## src/rtl/nn_layer_sched_if.sv

```systemverilog
// Valid/ready stream carrying one signed T-bit element per beat.
// The master drives valid/data and the slave drives ready.
interface nn_layer_sched_if #(
    parameter int unsigned T = 12
);
    logic         valid;
    logic         ready;
    logic [T-1:0] data;

    modport master (output valid, output data, input ready);
    modport slave  (input valid, input data, output ready);
endinterface

```

## src/rtl/nn_layer_sched.sv

```systemverilog
// Fully-connected layer sequencer: loads x, streams M x N operands to a shared MAC,
// and returns ReLU(row result) per row over a valid/ready master port.
module nn_layer_sched #(
    parameter int unsigned M  = 8,
    parameter int unsigned N  = 8,
    parameter int unsigned T  = 12,
    parameter int unsigned WA = $clog2(M*N),
    parameter int unsigned BA = $clog2(M),
    parameter int unsigned XA = $clog2(N)
) (
    input  logic              clk,
    input  logic              reset,
    nn_layer_sched_if.slave   s_if,
    output logic [T-1:0]      x_wdata,
    output logic              x_wr_en,
    output logic [XA-1:0]     x_addr,
    output logic [WA-1:0]     w_addr,
    output logic [BA-1:0]     b_addr,
    output logic              mac_valid_in,
    input  logic [T-1:0]      mac_f,
    input  logic              mac_valid_out,
    nn_layer_sched_if.master  m_if,
    output logic              err
);
    localparam logic [XA-1:0] LAST_COL = XA'(N - 1);
    localparam logic [BA-1:0] LAST_ROW = BA'(M - 1);

    typedef enum logic [1:0] {LOAD, ISSUE, WAIT, OUT} state_t;

    state_t        state, state_d;
    logic [XA-1:0] wr_cnt, wr_cnt_d;
    logic [XA-1:0] rd_cnt, rd_cnt_d;
    logic [BA-1:0] row, row_d;
    logic          m_valid_q, m_valid_d;
    logic [T-1:0]  data_out_q, data_out_d;
    logic          err_d;
    logic          issue_en;
    logic          s_ready_c;

    assign x_wdata   = s_if.data;
    assign s_if.ready = s_ready_c;
    assign m_if.valid = m_valid_q;
    assign m_if.data  = data_out_q;

    // Operand addresses follow the counters directly; the ROMs see them one cycle before mac_valid_in.
    assign w_addr = WA'(row) * WA'(N) + WA'(rd_cnt);
    assign b_addr = row;

    always_comb begin
        state_d    = state;
        wr_cnt_d   = wr_cnt;
        rd_cnt_d   = rd_cnt;
        row_d      = row;
        m_valid_d  = m_valid_q;
        data_out_d = data_out_q;
        err_d      = err | (mac_valid_out && (state != WAIT));
        issue_en   = 1'b0;
        s_ready_c  = 1'b0;
        x_wr_en    = 1'b0;
        x_addr     = '0;

        case (state)
            LOAD: begin
                s_ready_c = 1'b1;
                x_wr_en   = s_if.valid;
                x_addr    = wr_cnt;
                if (s_if.valid) begin
                    if (wr_cnt == LAST_COL) begin
                        wr_cnt_d = '0;
                        rd_cnt_d = '0;
                        row_d    = '0;
                        state_d  = ISSUE;
                    end else begin
                        wr_cnt_d = wr_cnt + XA'(1);
                    end
                end
            end
            ISSUE: begin
                issue_en = 1'b1;
                x_addr   = rd_cnt;
                if (rd_cnt == LAST_COL) begin
                    rd_cnt_d = '0;
                    state_d  = WAIT;
                end else begin
                    rd_cnt_d = rd_cnt + XA'(1);
                end
            end
            WAIT: begin
                if (mac_valid_out) begin
                    data_out_d = mac_f[T-1] ? '0 : mac_f;
                    m_valid_d  = 1'b1;
                    state_d    = OUT;
                end
            end
            OUT: begin
                // A new row is only issued once the current result has been taken.
                if (m_if.ready) begin
                    m_valid_d = 1'b0;
                    if (row == LAST_ROW) begin
                        row_d   = '0;
                        state_d = LOAD;
                    end else begin
                        row_d   = row + BA'(1);
                        state_d = ISSUE;
                    end
                end
            end
            default: state_d = LOAD;
        endcase
    end

    always_ff @(posedge clk or posedge reset) begin
        if (reset) begin
            state        <= LOAD;
            wr_cnt       <= '0;
            rd_cnt       <= '0;
            row          <= '0;
            m_valid_q    <= 1'b0;
            data_out_q   <= '0;
            mac_valid_in <= 1'b0;
            err          <= 1'b0;
        end else begin
            state        <= state_d;
            wr_cnt       <= wr_cnt_d;
            rd_cnt       <= rd_cnt_d;
            row          <= row_d;
            m_valid_q    <= m_valid_d;
            data_out_q   <= data_out_d;
            mac_valid_in <= issue_en;
            err          <= err_d;
        end
    end
endmodule

```

## src/flat_wrapper.sv

```systemverilog
// flat-port wrapper written by rule: the top's interface ports become plain ports
module nn_layer_sched_flat 
#(
    parameter int unsigned M  = 8,
    parameter int unsigned N  = 8,
    parameter int unsigned T  = 12,
    parameter int unsigned WA = $clog2(M*N),
    parameter int unsigned BA = $clog2(M),
    parameter int unsigned XA = $clog2(N)
)
  (clk, reset, x_wdata, x_wr_en, x_addr, w_addr, b_addr, mac_valid_in, mac_f, mac_valid_out, err, s_if_valid, s_if_data, s_if_ready, m_if_valid, m_if_data, m_if_ready);
  nn_layer_sched_if #(.T(T)) s_if_i ();
  nn_layer_sched_if #(.T(T)) m_if_i ();
  input  logic clk;
  input  logic reset;
  output logic [T-1:0] x_wdata;
  output logic x_wr_en;
  output logic [XA-1:0] x_addr;
  output logic [WA-1:0] w_addr;
  output logic [BA-1:0] b_addr;
  output logic mac_valid_in;
  input  logic [T-1:0] mac_f;
  input  logic mac_valid_out;
  output logic err;
  input wire logic [$bits(s_if_i.valid)-1:0] s_if_valid;
  input wire logic [$bits(s_if_i.data)-1:0] s_if_data;
  output wire logic [$bits(s_if_i.ready)-1:0] s_if_ready;
  output wire logic [$bits(m_if_i.valid)-1:0] m_if_valid;
  output wire logic [$bits(m_if_i.data)-1:0] m_if_data;
  input wire logic [$bits(m_if_i.ready)-1:0] m_if_ready;
  assign s_if_i.valid = s_if_valid;
  assign s_if_i.data = s_if_data;
  assign s_if_ready = s_if_i.ready;
  assign m_if_valid = m_if_i.valid;
  assign m_if_data = m_if_i.data;
  assign m_if_i.ready = m_if_ready;
  nn_layer_sched #(.M(M), .N(N), .T(T), .WA(WA), .BA(BA), .XA(XA)) u_core (.clk(clk), .reset(reset), .s_if(s_if_i), .x_wdata(x_wdata), .x_wr_en(x_wr_en), .x_addr(x_addr), .w_addr(w_addr), .b_addr(b_addr), .mac_valid_in(mac_valid_in), .mac_f(mac_f), .mac_valid_out(mac_valid_out), .m_if(m_if_i), .err(err));
endmodule
```

## config.mk

```make
export PLATFORM = sky130hd
export DESIGN_NAME = nn_layer_sched_flat
export DESIGN_NICKNAME = d
export VERILOG_FILES = /design/src/rtl/nn_layer_sched_if.sv /design/src/rtl/nn_layer_sched.sv /design/src/flat_wrapper.sv
export SDC_FILE = /design/constraint.sdc
export NUM_CORES = 1
export LEC_CHECK = 0
export BUFFER_PORTS_ARGS = -buffer_cell sky130_fd_sc_hd__buf_2
export CAP_MARGIN = 10
export CORE_ASPECT_RATIO = 1.2
export CORE_MARGIN = 2
export CORE_UTILIZATION = 48
export DETAILED_ROUTE_END_ITERATION = 10
export GPL_ROUTABILITY_DRIVEN = 0
export PLACE_DENSITY = 0.84
export SYNTH_ARGS = -nofsm -noshare
export SYNTH_HDL_FRONTEND = slang
export SYNTH_SLANG_ARGS = --single-unit
```

## constraint.sdc

```tcl
create_clock -name clk -period 3.7 [get_ports clk]
set_clock_uncertainty 0.05 [all_clocks]
set_input_delay 0.37 -clock clk [delete_from_list [all_inputs] [get_ports clk]]
set_output_delay 0.37 -clock clk [all_outputs]
set_load 0.01 [all_outputs]
```

==> impl_metrics.csv, run 1 <==
group,metric,value,unit
timing,tns,0,ns
floorplanning,start_util,49.8,%
logic_synthesis,ys_types,29,
clock_network,insertion_delay,0.31,ns
hold_path,hp-class,"in -> async",
logic_synthesis,ys_ff_latch,25,
grt,first_global_vias,1037,
setup_path,worst_setup_path_start_kind,"flip-flop",
power_and_ir_drop,vdd_drop_max,0.000424,V
clock_network,cts.clk_slew.worst_paths,0.13,ns
setup_path,r2r_start,"u_core.state[1]",
routing,drc_errors,0,
routing,dr.pass1.iters,4,
setup_path,endpoint_kind,"flip-flop",
finish,fin_nets,210,
outcome,status,"completed",
timing,fin_crit_sh,59.7,%
power_and_ir_drop,seq_power_share,39.5,%
timing,setup_viol,0,
grt,grt_use_total,16.2,%
setup_path,worstPathCellList,"inv_1 -> ha_1 -> a222oi_1 -> o211ai_1 -> a22oi_1",
finish,drive_above_1_share,30.2,%
power_and_ir_drop,pwr-share-clk,9.9,%
logic_synthesis,yosysTopAreaCellShare,45.5,%
logic_synthesis,yosys.area.top_type,"dfrtp_1",
clock_network,postCtsHoldBufs,0,
logic_synthesis,ys_async_sr_fraction,100,%
floorplanning,core.rowCount,21,
placement,postPlaceCellArea,1500,sq um
finish,nFillCells,266,
power_and_ir_drop,pwr-share-comb,50.6,%
finish,seq_area,626,sq um
routing,num_vias,1057,
logic_synthesis,synth_area_leaders,"dfrtp_1 45%, ha_1 10%, buf_4 8.7%, o21ai_0 5.8%, nand2b_1 5.0%",
setup_path,startpoint,"u_core.state[1]",
floorplanning,die_height,62.6,um
setup_path,worst-path-max-fanout,8,
setup_path,cp.required,3.88,ns
routing,ant_nets,0,
logic_synthesis,yosysMostFrequentCell,"dfrtp_1",
grt,grt-ovfl-total,0,
timing,max_slew_margin,35.9,%
power_and_ir_drop,swShare,41.6,%
logic_synthesis,ys.flop_type,"dfrtp_1",
logic_synthesis,avgSynthCellArea,9.75,sq um
setup_path,max_stage_delay,0.86,ns
placement,port_buffers,44,
floorplanning,die_area,3310,sq um
logic_synthesis,syn_inst,141,
clock_network,h-tree-depth,1,
setup_path,path_delay_family,"compound AO/OA/AOI/OAI gates",
routing,drt_iter0_drc,22,
clock_network,clk_path_buf_depth,2,
floorplanning,num_io_pins,70,
power_and_ir_drop,p_int,0.000705,W
timing,fin_ws,1.49,ns
logic_synthesis,synth_area,1380,sq um
logic_synthesis,syn-num-nets,181,
clock_network,cts_resized,0,
timing,finalHoldViolCount,0,
placement,preCtsSetupSlack,1.54,ns
clock_network,cts_tree,"done",
setup_path,cp.arrival,2.39,ns
grt,grt_max_degree,26,
logic_synthesis,synth_edf_count,0,
flow_run,maxCapViolations,0,
timing,final.min_clock_period,2.21,ns
power_and_ir_drop,power_per_cell_area,790,nW/um^2
clock_network,numCtsBuffers,3,
timing,tightest_slew,0.961,ns
routing,wl_per_cell,12.2,um
timing,drv_slew,0,
power_and_ir_drop,p_leak,0.817,nW
clock_network,clock-sinks,25,
setup_path,worst-path-stages,5,
placement,place_hpwl,1950,um
power_and_ir_drop,power_switching,0.000502,W
finish,syn2layout_area_growth,11.1,%
setup_path,rr_worst_depth,5,
clock_network,post_cts_buffers,0,
setup_path,path_class,"reg -> reg",
clock_network,cts_root_buffer,"clkbuf_4",
routing,vias_per_cell,5.21,
finish,stdcell_area,1530,sq um
logic_synthesis,synth_warnings,0,
routing,wl,2480,um
timing,fmax,0.453,GHz
finish,multi_input_area,572,sq um
floorplanning,die_w,52.9,um
logic_synthesis,synth_top_cells_by_count,"25 x dfrtp_1, 16 x buf_4, 16 x o21ai_0",
logic_synthesis,yosysSeqAreaShare,45.5,%
setup_path,critPathBufInv,1,
timing,rsz0062_at_grt,"false",
finish,antenna_cells,0,
floorplanning,core,2760,sq um
grt,antenna_found_initial,0,
grt,grt_pass1_wl,4100,um
setup_path,worst_path_max_delay_cell,"a222oi_1",
## metal layers
layer | part of all wire, % | wire (um) | track usage [%]
met2 | 52 | 1280 | 27.2
met3 | 4.4 | 108 | 2.87
met5 | 0 | 0 | 0
met1 | 42 | 1030 | 17.9
met4 | 2.3 | 56 | 10.9
## path summary, 6_finish.rpt
path | endpoint | slack (ns)
setup reg to reg | u_core.state[0] | 1.49
min in group clk | u_core.m_if.data[0] | 0.24
max in group asynchronous | u_core.m_if.data[4] | 2.86
hold reg to reg | u_core.err | 0.43
setup / recovery | u_core.state[0] | 1.49
hold / removal | u_core.m_if.data[6] | 0.19
## area by class of cell
| type | count | share of cell area (%) |
|---|---|---|
| flip-flops and latches | 25 | 40.9 |
| multi-input cells | 85 | 37.4 |
| clock buffers | 4 | 1.72 |
| inverters | 11 | 2.70 |
| well taps | 34 | 2.78 |
| repair buffers | 44 | 14.4 |
## sequential cells by signal, indices dropped and copies added, names as in the netlist
signal / cells
u_core.b_addr: 3
u_core.m_if.valid: 1
u_core.rd_cnt: 3
u_core.state: 2
u_core.err: 1
u_core.wr_cnt: 3
u_core.mac_valid_in: 1
u_core.m_if.data: 11
## cells in the final DEF, fill, tap and decap left out, drive strengths merged
cell type	netlist	layout
dfrtp	25	25
a31oi	1	1
nand2	13	13
ha	11	11
nand3	2	2
inv	11	11
a31o	1	1
o21a	1	1
a21oi	4	4
a222oi	1	1
buf	17	44
a21o	2	2
nor2b	2	2
mux2i	1	1
and3	1	1
nand2b	11	11
nor3	1	1
mux2	3	3
a32o	1	1
clkbuf	3	4
conb	1	1
nand3b	1	1
a22o	1	1
nor4b	1	1
o21ai	16	16
o211ai	1	1
nor2	4	4
a22oi	4	4
## power by group through the flow
stage	Clock (W)	Sequential [W]	Combinational [W]
after detailed placement	0	0.000486	0.000617
after floorplan	0	0.000516	0.000399
final	0.000119	0.000476	0.000611
after CTS	0.000124	0.000480	0.000618
after global placement	0	0.000476	0.000587
after global routing	0.000137	0.000494	0.000691
## cells by family after synthesis
| group | after synthesis | share of synthesized area [%] |
|---|---|---|
| and+or+nand+nor | 36 | 13.3 |
| AOI/OAI and AO/OA | 33 | 14.8 |
| buffers and inverters | 31 | 12.9 |
| DFF | 25 | 45.5 |
| adders and majority gates | 11 | 10.0 |
| muxes | 4 | 3.18 |
| other | 1 | 0.273 |
## metrics by stage
| stage | power, W | std cells | hold slack, ns | util (%) |
|---|---|---|---|---|
| after global routing | 0.00132 | 203 | 0.228 | 55.4 |
| after CTS | 0.00122 | 203 | 0.228 | 55.4 |
| after detailed placement | 0.00110 | 199 | 0.395 | 54.4 |
| after floorplan | 0.000915 | 141 | 0.347 | - |
| after global placement | 0.00106 | 199 | 0.388 | 54.4 |
| final | 0.00121 | 203 | 0.188 | 55.4 |
Power figures use the tool's default switching activity.
==> run 2, diff against run 1 <==
- CORE_UTILIZATION: 48 -> 40
- PLACE_DENSITY: 0.84 -> 0.75
- clock period: 3.7 -> 1.97 ns (I/O delays scaled with it)
==> run 2 against run 1 <==
  * Critical endpoint is now x_addr[0]
  * Design area up 3.2%
  * Sequential power is 88% higher
  * Core utilization fell by 7.7 points
  * Sequential share of layout area is 1.3 points lower
  * Global-route usage shrank 1.5 points
==> impl_metrics.csv, run 2 (same netlist as run 1, synthesis figures left out) <==
group,metric,value,unit
setup_path,rr_worst_depth,6,
finish,fin_nets,213,
placement,postPlaceCellArea,1520,sq um
clock_network,cts_root_buffer,"clkbuf_8",
outcome,status,"completed",
grt,grt-ovfl-total,0,
routing,ant_nets,0,
timing,tightest_slew,0.572,ns
finish,stdcell_area,1580,sq um
clock_network,numCtsBuffers,3,
power_and_ir_drop,power_switching,0.000964,W
finish,syn2layout_area_growth,14.6,%
clock_network,h-tree-depth,1,
clock_network,cts_resized,0,
placement,place_hpwl,1990,um
power_and_ir_drop,power_per_cell_area,1510,nW/um^2
hold_path,worstHoldStart,"mac_f[6]",
power_and_ir_drop,pwr-share-clk,12.7,%
setup_path,startpoint,"u_core.state[1]",
clock_network,clock-sinks,25,
grt,first_global_vias,976,
grt,grt_max_degree,26,
finish,largest_register_ffs,11,
power_and_ir_drop,p_leak,0.842,nW
setup_path,r2r_start,"u_core.state[1]",
routing,drc_errors,0,
flow_run,maxCapViolations,0,
timing,rsz0062_at_grt,"false",
placement,preCtsSetupSlack,0.225,ns
routing,drt_iter0_drc,17,
power_and_ir_drop,seq_power_share,37.8,%
clock_network,insertion_delay,0.26,ns
finish,layout_common_cells,"44 x buf_2, 25 x dfrtp_1, 16 x o21ai_0",
grt,antenna_found_initial,0,
timing,fin_ws,0.170,ns
floorplanning,die_area,3920,sq um
setup_path,worst-path-max-fanout,9,
clock_network,clk_path_buf_depth,2,
setup_path,worst_setup_path_start_kind,"flip-flop",
timing,drv_slew,0,
floorplanning,start_util,41.6,%
grt,grt_use_met2,22.9,%
placement,port_buffers,44,
timing,max_slew_margin,61.8,%
finish,utilization,47.6,%
power_and_ir_drop,vdd_drop_max,0.000895,V
routing,num_vias,1040,
timing,fin_crit_sh,91.4,%
clock_network,cts.clk_slew.worst_paths,0.09,ns
grt,grt_pass1_wl,4370,um
timing,fmax,0.555,GHz
floorplanning,die_height,68.2,um
clock_network,cts_tree,"done",
floorplanning,num_io_pins,70,
timing,finalHoldViolCount,0,
setup_path,cp.arrival,1.55,ns
power_and_ir_drop,p_int,0.00141,W
timing,tns,0,ns
grt,grt_use_met1,18.1,%
timing,setup_viol,0,
routing,wl,2570,um
finish,antenna_cells,0,
hold_path,hp-class,"in -> reg",
finish,drive_above_1_share,31.4,%
setup_path,path_class,"reg -> out",
routing,dr.pass1.iters,4,
routing,wl_per_cell,12.3,um
floorplanning,die_w,57.5,um
finish,final_common_cell,"buf_2",
setup_path,cp.required,1.72,ns
setup_path,endpoint_kind,"output pin",
power_and_ir_drop,pwr-share-comb,49.6,%
grt,use_met3,3.97,%
routing,vias_per_cell,4.98,
floorplanning,core.rowCount,23,
floorplanning,core,3310,sq um
grt,grt_use_total,14.7,%
hold_path,min_path_cells,3,
power_and_ir_drop,swShare,40.6,%
grt,grt-busiest-layer,"met2",
timing,final.min_clock_period,1.80,ns
run 2: worst paths after layout:
path	slack, ns	to
max	0.17	x_addr[0]
min	0.12	u_core.m_if.data[6]
max reg2reg	0.18	u_core.state[1]
min reg2reg	0.41	u_core.err
max in group asynchronous	1.16	u_core.b_addr[2]
min in group asynchronous	0.46	u_core.m_if.data[8]
run 2: area by class of cell:
cell class | instances | area, sq um
Tap cell | 37 | 46.3
Multi-Input combinational cell | 85 | 572
Fill cell | 318 | 1730
Clock buffer | 3 | 41.3
Clock inverter | 1 | 5.00
Timing Repair Buffer | 47 | 245
Sequential cell | 25 | 626
Inverter | 11 | 41.3
run 2: what timing repair did:
item / CTS / global route
endpoints found under the hold margin: 25 / 0
hold buffers: 1 / 0
setup buffers: 0 / 0
run 2: through the flow:
stage,total power [W],hold slack (ns),std cells
6_report,0.00237,0.122,209
4_1_cts,0.00241,0.114,209
5_1_grt,0.00262,0.127,209
3_5_place_dp,0.00210,0.220,204
2_1_floorplan,0.00172,0.174,141
3_3_place_gp,0.00206,0.216,204
run 2: critical path, stage by stage, from the launching register on:
cell	delay, ns
dfrtp_1	0.42
inv_1	0.14
ha_1	0.35
a22oi_1	0.15
nor2_1	0.09
buf_2	0.13
run 2: routing by layer:
layer / share of wire [%] / vias to the layer above / wire (um)
li1: - / 521 / -
met1: 43 / 478 / 1110
met2: 50 / 39 / 1280
met3: 5.7 / 2 / 146
met4: 1.5 / 0 / 38
met5: 0 / - / 0
run 2: power groups by stage:
stage	combinational (W)	clock (W)	sequential, W
after floorplan	0.000750	0	0.000969
after global placement	0.00115	0	0.000904
after detailed placement	0.00119	0	0.000907
after CTS	0.00119	0.000315	0.000903
after global routing	0.00134	0.000337	0.000940
final	0.00118	0.000301	0.000897
